===== config.mk =====
export PLATFORM = sky130hd
export DESIGN_NAME = morse_receiver_flat
export DESIGN_NICKNAME = d
export VERILOG_FILES = /design/src/rtl/morse_receiver_if.sv /design/src/rtl/morse_receiver.sv /design/src/flat_wrapper.sv
export SDC_FILE = /design/constraint.sdc
export NUM_CORES = 1
export LEC_CHECK = 0
export CAP_MARGIN = 20
export CORE_UTILIZATION = 50
export DETAILED_ROUTE_END_ITERATION = 8
export GPL_ROUTABILITY_DRIVEN = 0
export PLACE_DENSITY = 0.69
export SLEW_MARGIN = 40
export SYNTH_ARGS = -nofsm -noshare
export SYNTH_HDL_FRONTEND = slang
export SYNTH_SLANG_ARGS = --single-unit

===== constraint.sdc =====
create_clock -name UnitClock -period 3.7 [get_ports UnitClock]
set_clock_uncertainty 0.15 [all_clocks]
set_input_delay 0.37 -clock UnitClock [delete_from_list [all_inputs] [get_ports UnitClock]]
set_output_delay 0.37 -clock UnitClock [all_outputs]
set_load 0.05 [all_outputs]

===== src/rtl/morse_receiver_if.sv =====
// Character/element output bus of the Morse receiver.
// Signals:
//   CharValid  one-cycle strobe, CharCode/CharError valid
//   CharCode   6-bit character code (0-25 A-Z, 26-35 digits, 36 space, 63 error)
//   CharError  high with CharValid when the character could not be decoded
//   ElemValid  one-cycle strobe per classified element
//   isDash     element class qualified by ElemValid (1 = dash)
//   Busy       high while a character is being assembled
// Modports: master (receiver drives), slave (consumer samples).
interface morse_receiver_if;
  logic       CharValid;
  logic [5:0] CharCode;
  logic       CharError;
  logic       ElemValid;
  logic       isDash;
  logic       Busy;

  modport master (
    output CharValid, CharCode, CharError, ElemValid, isDash, Busy
  );

  modport slave (
    input CharValid, CharCode, CharError, ElemValid, isDash, Busy
  );
endinterface


===== src/rtl/morse_receiver.sv =====
// Morse receiver: samples the demodulated light line once per Morse unit,
// measures mark/space run lengths, classifies marks as dot/dash, assembles
// up to 6 elements and decodes them to a character code on the inter-character
// gap.
// Optional feature macro: MORSE_RX_SPACE_EN -- when defined a word gap emits
// one space code (36); when undefined the word gap silently returns to idle.
// Ports:
//   UnitClock  one rising edge per Morse unit (sole clock)
//   ResetN     asynchronous active-low reset
//   ONOFF      raw detector line, asynchronous to UnitClock (1 = light on)
//   rx         output bus (morse_receiver_if.master), all outputs registered
module morse_receiver #(
  parameter int unsigned DASH_MIN     = 2,
  parameter int unsigned CHAR_GAP_MIN = 3,
  parameter int unsigned WORD_GAP_MIN = 7,
  parameter int unsigned RUN_W        = 4
) (
  input  logic             UnitClock,
  input  logic             ResetN,
  input  logic             ONOFF,
  morse_receiver_if.master rx
);

  localparam int unsigned ELEM_MAX = 6;
  localparam int unsigned CNT_W    = 3;
  localparam int unsigned CODE_W   = 6;

  localparam logic [CODE_W-1:0] CODE_ERR   = CODE_W'(63);
  localparam logic [CODE_W-1:0] CODE_SPACE = CODE_W'(36);
  localparam logic [RUN_W-1:0]  RUN_MAX    = '1;
  localparam logic [RUN_W-1:0]  RUN_ONE    = RUN_W'(1);

  typedef enum logic [1:0] {IDLE, MARK, SPACE, GAP} state_t;

  state_t                state, state_n;
  logic                  sync1, s, prev;
  logic [RUN_W-1:0]      run, run_n;
  logic [ELEM_MAX-1:0]   elem_buf, elem_buf_n;
  logic [CNT_W-1:0]      elem_cnt, elem_cnt_n;
  logic                  ovf, ovf_n;
  logic                  char_valid, char_valid_n;
  logic [CODE_W-1:0]     char_code, char_code_n;
  logic                  char_error, char_error_n;
  logic                  elem_valid, elem_valid_n;
  logic                  is_dash, is_dash_n;
  logic                  busy, busy_n;

  logic [RUN_W-1:0]      run_inc_c;
  logic                  mark_dash_c;

  // ITU table; elements arrive MSB-first, 1 = dash, upper unused bits zero.
  function automatic logic [CODE_W-1:0] lookup(input logic [CNT_W-1:0] n,
                                               input logic [ELEM_MAX-1:0] b);
    logic [CODE_W-1:0] code;
    case ({n, b})
      9'b010_000001: code = CODE_W'(0);   // A .-
      9'b100_001000: code = CODE_W'(1);   // B -...
      9'b100_001010: code = CODE_W'(2);   // C -.-.
      9'b011_000100: code = CODE_W'(3);   // D -..
      9'b001_000000: code = CODE_W'(4);   // E .
      9'b100_000010: code = CODE_W'(5);   // F ..-.
      9'b011_000110: code = CODE_W'(6);   // G --.
      9'b100_000000: code = CODE_W'(7);   // H ....
      9'b010_000000: code = CODE_W'(8);   // I ..
      9'b100_000111: code = CODE_W'(9);   // J .---
      9'b011_000101: code = CODE_W'(10);  // K -.-
      9'b100_000100: code = CODE_W'(11);  // L .-..
      9'b010_000011: code = CODE_W'(12);  // M --
      9'b010_000010: code = CODE_W'(13);  // N -.
      9'b011_000111: code = CODE_W'(14);  // O ---
      9'b100_000110: code = CODE_W'(15);  // P .--.
      9'b100_001101: code = CODE_W'(16);  // Q --.-
      9'b011_000010: code = CODE_W'(17);  // R .-.
      9'b011_000000: code = CODE_W'(18);  // S ...
      9'b001_000001: code = CODE_W'(19);  // T -
      9'b011_000001: code = CODE_W'(20);  // U ..-
      9'b100_000001: code = CODE_W'(21);  // V ...-
      9'b011_000011: code = CODE_W'(22);  // W .--
      9'b100_001001: code = CODE_W'(23);  // X -..-
      9'b100_001011: code = CODE_W'(24);  // Y -.--
      9'b100_001100: code = CODE_W'(25);  // Z --..
      9'b101_011111: code = CODE_W'(26);  // 0 -----
      9'b101_001111: code = CODE_W'(27);  // 1 .----
      9'b101_000111: code = CODE_W'(28);  // 2 ..---
      9'b101_000011: code = CODE_W'(29);  // 3 ...--
      9'b101_000001: code = CODE_W'(30);  // 4 ....-
      9'b101_000000: code = CODE_W'(31);  // 5 .....
      9'b101_010000: code = CODE_W'(32);  // 6 -....
      9'b101_011000: code = CODE_W'(33);  // 7 --...
      9'b101_011100: code = CODE_W'(34);  // 8 ---..
      9'b101_011110: code = CODE_W'(35);  // 9 ----.
      default:       code = CODE_ERR;
    endcase
    return code;
  endfunction

  // Saturating run increment and mark classification.
  assign run_inc_c   = (run == RUN_MAX) ? run : run + RUN_ONE;
  assign mark_dash_c = (run >= RUN_W'(DASH_MIN));

  // Synchronizer and prev reset high so a line held on through reset is
  // ignored until it has been seen low.
  always_ff @(posedge UnitClock or negedge ResetN) begin
    if (!ResetN) begin
      sync1      <= 1'b1;
      s          <= 1'b1;
      prev       <= 1'b1;
      state      <= IDLE;
      run        <= '0;
      elem_buf   <= '0;
      elem_cnt   <= '0;
      ovf        <= 1'b0;
      char_valid <= 1'b0;
      char_code  <= '0;
      char_error <= 1'b0;
      elem_valid <= 1'b0;
      is_dash    <= 1'b0;
      busy       <= 1'b0;
    end else begin
      sync1      <= ONOFF;
      s          <= sync1;
      prev       <= s;
      state      <= state_n;
      run        <= run_n;
      elem_buf   <= elem_buf_n;
      elem_cnt   <= elem_cnt_n;
      ovf        <= ovf_n;
      char_valid <= char_valid_n;
      char_code  <= char_code_n;
      char_error <= char_error_n;
      elem_valid <= elem_valid_n;
      is_dash    <= is_dash_n;
      busy       <= busy_n;
    end
  end

  // Next-state and next-output logic.
  always_comb begin
    state_n      = state;
    run_n        = run;
    elem_buf_n   = elem_buf;
    elem_cnt_n   = elem_cnt;
    ovf_n        = ovf;
    char_valid_n = 1'b0;
    char_code_n  = char_code;
    char_error_n = 1'b0;
    elem_valid_n = 1'b0;
    is_dash_n    = 1'b0;
    busy_n       = busy;

    case (state)
      IDLE: begin
        if (s && !prev) begin
          state_n = MARK;
          run_n   = RUN_ONE;
          busy_n  = 1'b1;
        end
      end

      MARK: begin
        if (s) begin
          run_n = run_inc_c;
        end else begin
          elem_valid_n = 1'b1;
          is_dash_n    = mark_dash_c;
          if (elem_cnt < CNT_W'(ELEM_MAX)) begin
            elem_buf_n = {elem_buf[ELEM_MAX-2:0], mark_dash_c};
            elem_cnt_n = elem_cnt + CNT_W'(1);
          end else begin
            ovf_n = 1'b1;
          end
          state_n = SPACE;
          run_n   = RUN_ONE;
        end
      end

      SPACE: begin
        if (s) begin
          state_n = MARK;
          run_n   = RUN_ONE;
        end else begin
          run_n = run_inc_c;
          if (run_inc_c >= RUN_W'(CHAR_GAP_MIN)) begin
            char_valid_n = 1'b1;
            char_code_n  = ovf ? CODE_ERR : lookup(elem_cnt, elem_buf);
            char_error_n = (char_code_n == CODE_ERR);
            elem_buf_n   = '0;
            elem_cnt_n   = '0;
            ovf_n        = 1'b0;
            busy_n       = 1'b0;
            state_n      = GAP;
          end
        end
      end

      GAP: begin
        if (s) begin
          state_n = MARK;
          run_n   = RUN_ONE;
          busy_n  = 1'b1;
        end else begin
          run_n = run_inc_c;
          if (run_inc_c >= RUN_W'(WORD_GAP_MIN)) begin
`ifdef MORSE_RX_SPACE_EN
            char_valid_n = 1'b1;
            char_code_n  = CODE_SPACE;
            char_error_n = 1'b0;
`endif
            state_n = IDLE;
          end
        end
      end

      default: state_n = IDLE;
    endcase
  end

  assign rx.CharValid = char_valid;
  assign rx.CharCode  = char_code;
  assign rx.CharError = char_error;
  assign rx.ElemValid = elem_valid;
  assign rx.isDash    = is_dash;
  assign rx.Busy      = busy;

endmodule


===== src/flat_wrapper.sv =====
// flat-port wrapper written by rule: the top's interface ports become plain ports
module morse_receiver_flat 
#(
  parameter int unsigned DASH_MIN     = 2,
  parameter int unsigned CHAR_GAP_MIN = 3,
  parameter int unsigned WORD_GAP_MIN = 7,
  parameter int unsigned RUN_W        = 4
)
  (UnitClock, ResetN, ONOFF, rx_CharValid, rx_CharCode, rx_CharError, rx_ElemValid, rx_isDash, rx_Busy);
  morse_receiver_if rx_i ();
  input  logic UnitClock;
  input  logic ResetN;
  input  logic ONOFF;
  output wire logic [$bits(rx_i.CharValid)-1:0] rx_CharValid;
  output wire logic [$bits(rx_i.CharCode)-1:0] rx_CharCode;
  output wire logic [$bits(rx_i.CharError)-1:0] rx_CharError;
  output wire logic [$bits(rx_i.ElemValid)-1:0] rx_ElemValid;
  output wire logic [$bits(rx_i.isDash)-1:0] rx_isDash;
  output wire logic [$bits(rx_i.Busy)-1:0] rx_Busy;
  assign rx_CharValid = rx_i.CharValid;
  assign rx_CharCode = rx_i.CharCode;
  assign rx_CharError = rx_i.CharError;
  assign rx_ElemValid = rx_i.ElemValid;
  assign rx_isDash = rx_i.isDash;
  assign rx_Busy = rx_i.Busy;
  morse_receiver #(.DASH_MIN(DASH_MIN), .CHAR_GAP_MIN(CHAR_GAP_MIN), .WORD_GAP_MIN(WORD_GAP_MIN), .RUN_W(RUN_W)) u_core (.UnitClock(UnitClock), .ResetN(ResetN), .ONOFF(ONOFF), .rx(rx_i));
endmodule

==> impl_metrics.py <==
metrics = {
    "outcome": {
        "status": "complete, no violations",
    },
    "timing": {
        "setup_tns_ns": 0,
        "tightest_slew_ns": 0.814,
        "drv_slew": 0,
        "finalCritPeriodShare_pct": 76.2,
        "hold_violations": 0,
        "holdWs_ns": 0.210,
        "min_period_ns": 2.82,
        "maxSlewHeadroom_pct": 44.9,
        "rsz0062_at_grt": "false",
        "setup_viol": 0,
        "max_freq_mhz": 355,
    },
    "cells_and_area": {
        "num_antenna_cells": 0,
        "area_growth_pct": 9.98,
        "final_nets": 241,
        "drive_above_1_share_pct": 13.3,
    },
    "detailed_routing": {
        "drt_pass1_iterations": 6,
        "drc_errors": 0,
        "drtIter0Drc": 251,
        "ant_nets": 0,
        "wirelength_met1_microns": 2100,
        "top_layer": "met4",
        "drt_wl_total_microns": 4740,
        "route.met2.wl_microns": 2240,
        "vias": 1845,
        "routedWlPerCell_microns": 16.9,
        "vias_per_cell": 6.57,
        "wl_met3_microns": 295,
    },
    "cts": {
        "cts_sinks": 30,
        "h-tree-depth": 2,
        "cts_tree": "built",
        "cts-buffers-inserted": 5,
        "ctsResizeCount": 0,
        "postCtsSetupRepairBufs": 0,
        "ctsRootBufferMaster": "clkbuf_8",
        "clk_latency_ns": 0.28,
        "cts_max_path_buffers": 2,
        "holdBufCountCts": 0,
        "path_clk_slew_ns": 0.06,
    },
    "power_and_ir_drop": {
        "power_frac_clock_pct": 13.0,
        "switching_share_pct": 49.0,
        "switchingPower_mw": 1.01,
        "peakVddDrop_v": 0.000452,
        "p_comb_share_pct": 54.2,
        "p_per_area_nw_per_um2": 911,
        "internal_power_mw": 1.05,
        "seqPwrFrac_pct": 32.7,
        "power_leakage_nw": 0.892,
    },
    "min_path": {
        "min_from": "u_core.sync1",
        "hold_end": "u_core.s",
        "hold_depth": 0,
        "hold_class": "register to register",
    },
    "synthesis": {
        "syn_inst": 227,
        "synth.avg_cell_area_sq_um": 9.06,
        "yosysSeqAreaShare_pct": 36.7,
        "ys_types": 63,
        "yosys.area.top_type": "dfrtp_1",
        "synth_flop_cell": "dfrtp_1",
        "yosysMostFrequentCell": "dfrtp_1",
        "synth_seq_cells": 30,
        "synth_area_sq_um": 2060,
        "yosys-top-cells-count": "dfrtp_1 (27), nand2_1 (24), nor2_1 (16), o21ai_0 (16), a21oi_1 (15)",
        "syn_nets": 236,
        "synthArstFlopShare_pct": 100,
        "synth_edf_count": 0,
        "synthTopCellsByArea": "dfrtp_1 (33%), nand2_1 (4.4%), o21ai_0 (3.9%), dfstp_2 (3.8%), a21oi_1 (3.6%)",
        "synth_top_area_share_pct": 32.8,
        "ys_warn_count": 0,
    },
    "grt": {
        "grt.overflow.total": 0,
        "antenna_found_initial": 0,
        "grt_first_pass_wirelength_microns": 7890,
        "grt_use_total_pct": 24.0,
        "grt_max_degree": 31,
        "grt_pass1_vias": 1597,
    },
    "worst_setup_path": {
        "path_class": "register to register",
        "crit_slowest_cell": "nor4bb_2",
        "rrSetupSlack_ns": 0.88,
        "crit_fanout": 8,
        "arrival_ns": 2.83,
        "crit_chain": "inv_1 > ha_1 > nor4bb_2 > a21oi_1 > a311o_1 > o2111ai_2 > nor4_4 > o32a_1",
        "slowest_delay_ns": 0.75,
        "start_kind": "register",
        "timing.rr.end": "u_core.rx.CharCode[2]",
        "r2r_cells": 8,
        "r2r_start": "u_core.elem_cnt[1]",
        "path_buf_inv": 1,
        "crit_family": "compound AO/OA/AOI/OAI gates",
        "end_kind": "register",
        "crit_required_ns": 3.71,
    },
    "floorplan": {
        "num_io_pins": 14,
        "dieArea_sq_um": 4370,
        "die_h_microns": 66.1,
        "core_sq_um": 3800,
        "start_util_pct": 54.2,
        "die_w_microns": 66.1,
        "rows": 22,
    },
    "placed_design": {
        "io_buffers": 13,
        "hpwl_microns": 3380,
    },
    "run": {
        "drv_cap": 0,
    },
}
==> state kept, by name, summed over array words and instances, names as in the netlist, 2 cells and up <==
signal,flops
u_core.elem_buf,6
u_core.rx.CharCode,6
u_core.run,4
u_core.elem_cnt,3
u_core.state,2
==> metrics by stage <==
stage	utilization, %	area, sq um	std cells	total power, mW	worst slack (ns)
floorplan	-	2060	227	1.50	1.32
global placement	57.0	2170	273	1.73	1.02
detailed placement	57.1	2170	273	1.78	0.912
CTS	59.6	2260	281	2.04	0.908
global route	59.6	2260	281	2.20	0.750
finish	59.6	2260	281	2.06	0.880
==> cell families (layout without fill, tap and decap cells) <==
family	after synthesis	count (layout)	synth area share [%]
compound gates	72	72	24.9
xor+xnor	2	2	0.852
mux	3	3	1.58
flops	30	30	36.7
buf+inv	24	30	5.96
simple gates	90	90	26.4
fa+ha+maj	6	6	3.65
==> cells in the final DEF (no fill, tap or decap), drive strengths merged, types with 4 or more instances in the layout <==
cell,n
nand2,24
a31oi,6
nor4,4
a22o,4
o32a,4
a21oi,15
nor2b,8
clkdlybuf4s50,13
and3,4
o21ai,16
ha,6
nand3,7
nor2,16
nand2b,4
inv,6
clkbuf,7
dfrtp,27
==> worst max path at each step <==
stage,start,end,slack [ns],cells past startpoint
2_1_floorplan,u_core.run[0],u_core.rx.CharCode[3],1.32,6
3_3_place_gp,u_core.elem_cnt[1],u_core.rx.CharCode[1],1.02,8
3_5_place_dp,u_core.elem_cnt[1],u_core.rx.CharCode[1],0.91,8
4_1_cts,u_core.elem_cnt[1],u_core.rx.CharCode[1],0.91,8
5_1_grt,u_core.elem_cnt[0],u_core.rx.CharCode[2],0.75,8
6_report,u_core.elem_cnt[1],u_core.rx.CharCode[2],0.88,8
==> power by group through the flow <==
stage | Sequential [mW] | Clock, mW | Combinational, mW
global route | 0.695 | 0.287 | 1.22
finish | 0.675 | 0.269 | 1.12
CTS | 0.668 | 0.270 | 1.11
global placement | 0.659 | 0 | 1.07
floorplan | 0.684 | 0 | 0.816
detailed placement | 0.675 | 0 | 1.10
==> layout make-up <==
class / count / area, sq um
flip-flops and latches: 30 / 754
inverters: 7 / 26.3
multi-input cells: 173 / 1180
fillers: 318 / 1540
clock buffers: 7 / 86.3
well taps: 48 / 60.1
clock inverters: 1 / 5.00
repair buffers: 15 / 145
==> layer usage <==
metal  up-vias  GRT usage (%)
met1       869           33.7
met5         -              0
met2        94           38.1
met4         0           5.59
met3        23           4.31
li1        859              -
Power figures use the tool's default switching activity.
